===== config.mk =====
export PLATFORM = sky130hd
export DESIGN_NAME = jt12_dac_ctrl
export DESIGN_NICKNAME = d
export VERILOG_FILES = /design/src/rtl/jt12_dac_ctrl_pkg.sv /design/src/rtl/jt12_dac_ctrl_rr.sv /design/src/rtl/jt12_dac_ctrl.sv
export SDC_FILE = /design/constraint.sdc
export NUM_CORES = 1
export LEC_CHECK = 0
export CAP_MARGIN = 5
export CELL_PAD_IN_SITES_DETAIL_PLACEMENT = 0
export CELL_PAD_IN_SITES_GLOBAL_PLACEMENT = 1
export CORE_UTILIZATION = 46
export CTS_CLUSTER_SIZE = 30
export DETAILED_ROUTE_END_ITERATION = 7
export GPL_TIMING_DRIVEN = 0
export MAX_ROUTING_LAYER = met4
export PLACE_DENSITY = 0.95
export SLEW_MARGIN = 20
export SYNTH_ARGS = -nofsm -noshare
export SYNTH_HDL_FRONTEND = slang
export SYNTH_HIERARCHICAL = 1
export SYNTH_SLANG_ARGS = --single-unit

===== constraint.sdc =====
create_clock -name clk -period 18.3 [get_ports clk]
set_clock_uncertainty 0.05 [all_clocks]
set_input_delay 2.745 -clock clk [delete_from_list [all_inputs] [get_ports clk]]
set_output_delay 2.745 -clock clk [all_outputs]
set_load 0.01 [all_outputs]

===== src/rtl/jt12_dac_ctrl_pkg.sv =====
// Shared types for the jt12_dac sample scheduler.
// Gain ramp state encoding and full-scale gain helper.
package jt12_dac_ctrl_pkg;

    typedef enum logic [1:0] {
        IDLE      = 2'd0,
        RAMP_UP   = 2'd1,
        PLAY      = 2'd2,
        RAMP_DOWN = 2'd3
    } state_t;

    function automatic int unsigned full_gain(input int unsigned gw);
        return 32'd1 << gw;
    endfunction

endpackage


===== src/rtl/jt12_dac_ctrl_rr.sv =====
// Two-input round-robin arbiter; pointer 0 favours input a.
// Grants are combinational and only asserted while en is high.
module jt12_dac_ctrl_rr (
    input  logic clk,
    input  logic rst,
    input  logic en,
    input  logic valid_a,
    input  logic valid_b,
    output logic gnt_a,
    output logic gnt_b
);

    logic ptr;

    // grant the lone requester, or the favoured one on contention
    always_comb begin
        gnt_a = en & valid_a & (~valid_b | ~ptr);
        gnt_b = en & valid_b & (~valid_a | ptr);
    end

    // flip priority only after a contended grant
    always_ff @(posedge clk) begin
        if (rst)
            ptr <= 1'b0;
        else if (en & valid_a & valid_b)
            ptr <= ~ptr;
    end

endmodule


===== src/rtl/jt12_dac_ctrl.sv =====
// Tick-paced FM/PCM sample scheduler with anti-pop gain ramp.
// Optional JT12_DAC_CTRL_STATS_EN adds a saturating underrun_cnt.
module jt12_dac_ctrl
    import jt12_dac_ctrl_pkg::*;
#(
    parameter int W   = 12,
    parameter int DIV = 256,
    parameter int GW  = 4
) (
    input  logic                clk,
    input  logic                rst,
    input  logic                mute,
    input  logic signed [W-1:0] fm_snd,
    input  logic                fm_valid,
    output logic                fm_ready,
    input  logic signed [W-1:0] pcm_snd,
    input  logic                pcm_valid,
    output logic                pcm_ready,
    output logic signed [W-1:0] dac_din,
    output logic                tick,
    output logic [1:0]          state
`ifdef JT12_DAC_CTRL_STATS_EN
    ,
    output logic [15:0]         underrun_cnt
`endif
);

    localparam int CW = (DIV > 1) ? $clog2(DIV) : 1;
    localparam int PW = W + GW + 2;
    localparam logic [GW:0] GFULL = (GW+1)'(full_gain(GW));
    localparam logic [GW:0] GONE  = (GW+1)'(1);

    logic [CW-1:0]       count;
    state_t              st, st_n;
    logic [GW:0]         gain, gain_n;
    logic signed [W-1:0] last, sample, dac_n;
    logic signed [PW-1:0] s_ext, g_ext;
    logic                elig, gnt_fm, gnt_pcm;

    assign tick      = (count == CW'(DIV - 1));
    assign elig      = tick & ((st != IDLE) | ~mute);
    assign fm_ready  = gnt_fm;
    assign pcm_ready = gnt_pcm;
    assign state     = st;

    // free-running sample divider
    always_ff @(posedge clk) begin
        if (rst)
            count <= '0;
        else if (tick)
            count <= '0;
        else
            count <= count + 1'b1;
    end

    jt12_dac_ctrl_rr u_rr (
        .clk     (clk),
        .rst     (rst),
        .en      (elig),
        .valid_a (fm_valid),
        .valid_b (pcm_valid),
        .gnt_a   (gnt_fm),
        .gnt_b   (gnt_pcm)
    );

    // pick the granted sample, otherwise replay the held one
    always_comb begin
        sample = last;
        if (gnt_fm)
            sample = fm_snd;
        else if (gnt_pcm)
            sample = pcm_snd;
    end

    // gain ramp next-state; clamps at both ends of the ramp
    always_comb begin
        st_n   = st;
        gain_n = gain;
        unique case (st)
            IDLE: begin
                if (!mute) begin
                    st_n   = RAMP_UP;
                    gain_n = GONE;
                end else begin
                    gain_n = '0;
                end
            end
            PLAY: begin
                if (mute) begin
                    st_n   = RAMP_DOWN;
                    gain_n = GFULL - GONE;
                end
            end
            RAMP_UP, RAMP_DOWN: begin
                if (mute) begin
                    gain_n = gain - GONE;
                    st_n   = (gain_n == '0) ? IDLE : RAMP_DOWN;
                end else begin
                    gain_n = gain + GONE;
                    st_n   = (gain_n == GFULL) ? PLAY : RAMP_UP;
                end
            end
        endcase
    end

    // scale by the new gain; arithmetic shift floors negatives
    always_comb begin
        s_ext = PW'(sample);
        g_ext = $signed(PW'(gain_n));
        dac_n = W'((s_ext * g_ext) >>> GW);
    end

    // all scheduler state advances on tick only
    always_ff @(posedge clk) begin
        if (rst) begin
            st      <= IDLE;
            gain    <= '0;
            last    <= '0;
            dac_din <= '0;
        end else if (tick) begin
            st      <= st_n;
            gain    <= gain_n;
            dac_din <= dac_n;
            if (gnt_fm | gnt_pcm)
                last <= sample;
        end
    end

`ifdef JT12_DAC_CTRL_STATS_EN
    // saturating count of eligible ticks without a transfer
    always_ff @(posedge clk) begin
        if (rst)
            underrun_cnt <= '0;
        else if (elig & ~gnt_fm & ~gnt_pcm & (underrun_cnt != 16'hFFFF))
            underrun_cnt <= underrun_cnt + 16'd1;
    end
`endif

endmodule


## Yosys cells after proc, flatten, opt, wreduce, memory -nomap -nowiden

Index checks and enable logic that the tools add are counted.

- Register bits after elaboration: 40
- Bits in latches: 0
- RAM bits: 0
- Bits in read-only memories: 0
- Input port bits: 29
- Memories: 0

- $add $sub $neg: 3
- $mul: 1
- Divide/modulo/power cells: 0
- Magnitude comparators: 0
- Eq/ne operators: 7
- Shifts and indexed selects: 0
- Multiplexer cells: 12
- Bitwise gates (word level): 14
- Reductions and logical operators: 7

Operators by type and width:

| kind | number |
|---|---|
| 2-to-1 mux 12 bit | 2 |
| multiplier 12 x 6 -> 16 bit | 1 |
| one-hot mux 5 bit (3 select lines) | 1 |
| 2-to-1 mux 2 bit | 5 |
| 2-to-1 mux 5 bit | 2 |
| adder 8 x 1 -> 8 bit, second input constant | 1 |
| equality test 8 bit, second input constant | 1 |
| AND 1 bit | 6 |
| one-hot mux 2 bit (3 select lines) | 1 |
| adder 5 x 1 -> 5 bit, second input constant | 1 |
| equality test 5 bit, second input constant | 1 |
| logical NOT 5 bit | 1 |
| subtractor 5 x 1 -> 5 bit, second input constant | 1 |
| equality test 2 bit, second input constant | 2 |
| inequality test 2 bit, second input constant | 2 |
| NOT 1 bit | 4 |
| bitwise OR 1 bit | 4 |
| OR reduction 2 bit | 2 |
| AND reduction 3 bit | 1 |
| equality test 2 x 1 -> 1 bit, second input constant | 1 |
| logical NOT 2 bit | 1 |
| AND reduction 2 bit | 1 |
| nonzero test 2 bit | 1 |
| 2-to-1 mux 1 bit | 1 |

## Longest topological paths before layout

- Word-level depth: 8
- Gate-level depth with buffers: 30

## Hierarchy

The synthesis kept the hierarchy.

By module, submodules not included:

| module | instances | cells an instance | area an instance (um^2) | seq. area each (um^2) |
|---|---|---|---|---|
| jt12_dac_ctrl | 1 | 498 | 3933.8 | 780.7 |
| jt12_dac_ctrl_rr | 1 | 10 | 72.6 | 20.0 |

## Worst setup path before layout

No wires, ideal clock.

- Path kind: in2reg
- Start point: in mute
- End point: reg dac_din[11]
- Arrival: 8029 ps
- Data required time: 18180 ps
- Setup slack: 10151 ps
- Cell stages on the path: 25
- Path buffers: 3
- Cell sequence: buf_6 > a21oi_1 > nand2_1 > a21oi_1 > buf_2 > buf_1 > mux2i_1 > nor2_1 > a21oi_1 > or2_2 > fa_1 > inv_1 > ha_1 > ha_1 > nand2_1 > a211oi_1 > or4b_4 > fa_1 > nand2b_1 > a21oi_1 > o211ai_1 > and2_1 > a21oi_1 > xnor3_1 > a21oi_1

- Word-level cells in the longest chain between the ends: 8
- Elaborated cells on any way between the ends: 14
- Classes of those cells: mul (1); mux (6); bitwise (7)

Ends and longest elaborated chain:

| item | line | text |
|---|---|---|
| start: declaration | jt12_dac_ctrl.sv:12 | `input logic mute,` |
| NOT 1 bit | jt12_dac_ctrl.sv:41 | `assign elig = tick & ((st != IDLE) \| ~mute);` |
| bitwise OR 1 bit | jt12_dac_ctrl.sv:41 |  |
| AND 1 bit | jt12_dac_ctrl.sv:41 |  |
| named net elig | jt12_dac_ctrl.sv:38 | `logic elig, gnt_fm, gnt_pcm;` |
| AND 1 bit (2 in a row) | jt12_dac_ctrl_rr.sv:18 | `gnt_b = en & valid_b & (~valid_a \| ptr);` |
| named net pcm_ready | jt12_dac_ctrl.sv:18 | `output logic pcm_ready,` |
| 2-to-1 mux 12 bit | jt12_dac_ctrl.sv:71 | `else if (gnt_pcm)` |
| 2-to-1 mux 12 bit | jt12_dac_ctrl.sv:69 | `if (gnt_fm)` |
| multiplier 12 x 6 -> 16 bit | jt12_dac_ctrl.sv:110 | `dac_n = W'((s_ext * g_ext) >>> GW);` |
| end signal: assignment | jt12_dac_ctrl.sv:123 | `dac_din <= dac_n;` |
| end: declaration | jt12_dac_ctrl.sv:19 | `output logic signed [W-1:0] dac_din,` |

The timed path passes the listed nets, and every way through them passes these cells.
A chain may end at the register's enable or synchronous reset.

## Worst setup path after layout

- Start point: in mute
- End point: reg dac_din[11]

- Word-level cells in the longest chain between the ends: 8
- Elaborated cells on any way between the ends: 14
- Classes of those cells: mul (1); mux (6); bitwise (7)

Ends and longest elaborated chain:

| item | line |
|---|---|
| NOT 1 bit (*) | jt12_dac_ctrl.sv:41 |
| bitwise OR 1 bit (*) | jt12_dac_ctrl.sv:41 |
| AND 1 bit (*) | jt12_dac_ctrl.sv:41 |
| named net elig | jt12_dac_ctrl.sv:38 |
| AND 1 bit (2 in a row) | jt12_dac_ctrl_rr.sv:18 |
| 2-to-1 mux 12 bit | jt12_dac_ctrl.sv:71 |
| 2-to-1 mux 12 bit (*) | jt12_dac_ctrl.sv:69 |
| multiplier 12 x 6 -> 16 bit (*) | jt12_dac_ctrl.sv:110 |

The timed path passes the listed nets; every way through them passes the cells marked *.

==> flow_metrics.env <==
export IMPL_status="completed"
export IMPL_met2_usage_pct=38.6
export IMPL_cts_tree="done"
export IMPL_rsz0062_at_grt="no"
export IMPL_clk_pin_slew_worst_paths_ps=90
export IMPL_synthAdderAreaFrac_pct=26.4
export IMPL_avgRoutedWirePerCell_um=14.5
export IMPL_die_h_um=95.3
export IMPL_hold_viol_final=0
export IMPL_diodes=0
export IMPL_cts_setup_buffers=0
export IMPL_wl_mm=9.67
export IMPL_die_w_um=95.3
export IMPL_finalNonFillerCells=666
export IMPL_drtIter0Drc=117
export IMPL_grt_use_total_pct=23.6
export IMPL_yosysWarnings=6
export IMPL_io_buffers=45
export IMPL_cts_max_path_buffers=2
export IMPL_synth_cell_types=58
export IMPL_fmax_mhz=106
export IMPL_reg2reg_depth=28
export IMPL_synth_compound_area_share_pct=13.8
export IMPL_syn_area_um2=4010
export IMPL_path_max_fanout=10
export IMPL_antenna_found_initial=0
export IMPL_post_place_cells=658
export IMPL_cts_resized=0
export IMPL_avgSynthCellArea_um2=7.89
export IMPL_syn_to_final_growth_pct=17.4
export IMPL_ios=46
export IMPL_synthArstFlopShare_pct=0
export IMPL_slew_headroom_pct=54.7
export IMPL_place_gp_congestion=0.853
export IMPL_worst_slew_pin_slew_ps=680
export IMPL_cts_hold_buf=0
export IMPL_use_met3_pct=3.91
export IMPL_place_hpwl_mm=7.69
export IMPL_synth_top_cell_area_share_pct=20.0
export IMPL_gr_usage_met1_pct=29.8
export IMPL_synthSimpleGateAreaFrac_pct=22.0
export IMPL_syn_num_nets=601
export IMPL_synth_area_leaders="dfxtp_1, fa_1, ha_1"
export IMPL_crit_type="input port to flip-flop"
export IMPL_root_buffer="clkbuf_8"
export IMPL_synthXorXnorAreaFrac_pct=4.06
export IMPL_maxCapViolations=0
export IMPL_dr_pass1_iters=4
export IMPL_finalNetCount=653
export IMPL_synth_most_common_cell="nor2_1"
export IMPL_first_global_vias=3471
export IMPL_cts_sinks=40
export IMPL_clock_latency_ps=310
export IMPL_setup_violations_final=0
export IMPL_worstSetupStartpointType="input port"
export IMPL_synthMuxAreaShare_pct=4.81
export IMPL_synth_common_cells="nor2_1, inv_1, a21oi_1"
export IMPL_viasPerCell=5.37
export IMPL_tns_ps=0
export IMPL_finalCriticalPeriod_ps=9400
export IMPL_slew_viol_final=0
export IMPL_cts_made_buffers=5
export IMPL_crit_arrival_ps=9590
export IMPL_leakage_nw=1.95
export IMPL_htree_levels=2
export IMPL_ys_ff_latch=40
export IMPL_yosysSeqAreaShare_pct=20.0
export IMPL_dieArea_um2=9090
export IMPL_antenna_left=0
export IMPL_power_density_nw_per_um2=37.8
export IMPL_synthFlopType="dfxtp_1"
export IMPL_start_util_pct=48.0
export IMPL_drt_drc_violations_left=0
export IMPL_busiest_layer="met2"
export IMPL_yosys_area_top_type="dfxtp_1"
export IMPL_vias=3578
export IMPL_nFillCells=774
export IMPL_fin_crit_sh_pct=51.4
export IMPL_rows=33
export IMPL_irDropWorstVdd_uv=27.7
export IMPL_layout_drive_gt1_share_pct=5.88
export IMPL_grt_first_pass_wirelength_mm=16.2
export IMPL_hold_class="flip-flop to flip-flop"
export IMPL_synthCells=508
export IMPL_worstPathRequired_ps=18490
export IMPL_coreArea_um2=8340
export IMPL_grt_max_degree=15
export IMPL_whs_path_depth=2
export IMPL_overflow=0
export IMPL_crit_path_end_kind="flip-flop"
export IMPL_synth_edff_count=0
export IMPL_synth_top_family_by_area="adder cells"
worst max-delay path, cell delays in order:
cell and delay, ps:
clkdlybuf4s50_1 490, buf_6 180, a21oi_1 350, nand2_1 100, a21oi_1 510, clkbuf_1 410
clkbuf_1 380, a21oi_1 250, or2_2 340, fa_1 500, inv_1 40, ha_1 280
ha_1 270, nand2_1 60, a211oi_1 190, or4b_4 540, fa_1 390, nand2b_1 180
a21oi_1 250, o211ai_1 210, and2_1 200, a21oi_1 130, xnor3_1 430, a21oi_1 140
registers in the layout (all words and copies together) (netlist names), named ones only:
name      flops
dac_din      12
last         12
count         8
gain          5
state         1
u_rr/ptr      1
power breakdown:
group,leakage (nW),switching (W),internal (W),total [W]
combinational,1.57,0.00000500,0.00000687,0.0000119
clock,0.0583,0.0000366,0.0000411,0.0000777
sequential,0.323,0.000000494,0.0000875,0.0000880
total,1.95,0.0000421,0.000136,0.000178
through the flow:
stage	utilization, %	hold WS (ps)	worst slack, ps	total power, W	cell area, um^2
floorplan	-	397	10150	0.0000937	4010
finish	56.4	409	8900	0.000178	4700
detailed placement	55.0	399	8670	0.000102	4590
global route	56.4	431	8440	0.000183	4700
global placement	55.0	396	8680	0.000102	4590
CTS	56.4	410	8970	0.000178	4700
area by class of cell:
cell class	instances	area [um^2]	area share, %
Tap cell	105	131	2.79
Multi-Input combinational cell	375	2850	60.5
Clock buffer	5	68.8	1.46
Clock inverter	3	47.5	1.01
Inverter	68	255	5.43
Timing Repair Buffer	45	450	9.57
Buffer	25	105	2.23
Sequential cell	40	801	17.0
cell families (layout without fill, tap and decap cells):
logic type                 Yosys count  after routing
AOI/OAI and AO/OA                   89             89
xor gates and xnor gates            17             17
adders and majority gates           64             64
buffers and inverters               93            146
DFF                                 40             40
muxes                               18             18
and+or+nand+nor                    187            187
cell usage in the layout, fill, tap and decap left out, drive strengths merged, types with 12 or more instances in the layout:
cell           instances
nand3                 12
nor2                  99
dfxtp                 40
clkbuf                24
a21oi                 45
clkdlybuf4s50         45
ha                    30
mux2i                 14
nand2                 21
fa                    34
inv                   68
worst paths after layout:
check,slack [ps],to,startpoint
worst max-delay path,8900,dac_din[11],mute
worst min-delay path,410,dac_din[3],dac_din[3]
worst max register to register,10270,dac_din[11],count[0]
worst min register to register,410,dac_din[3],dac_din[3]
per-layer routing:
layer  routed length (um)  part of all wire [%]  vias to the layer above
li1                     -                     -                     1770
met1                 4520                    47                     1693
met3                  363                   3.8                       25
met4                  264                   2.7                        0
met5                    0                     0                        -
met2                 4520                    47                       90
No activity file was read; power rests on OpenSTA's default activity.
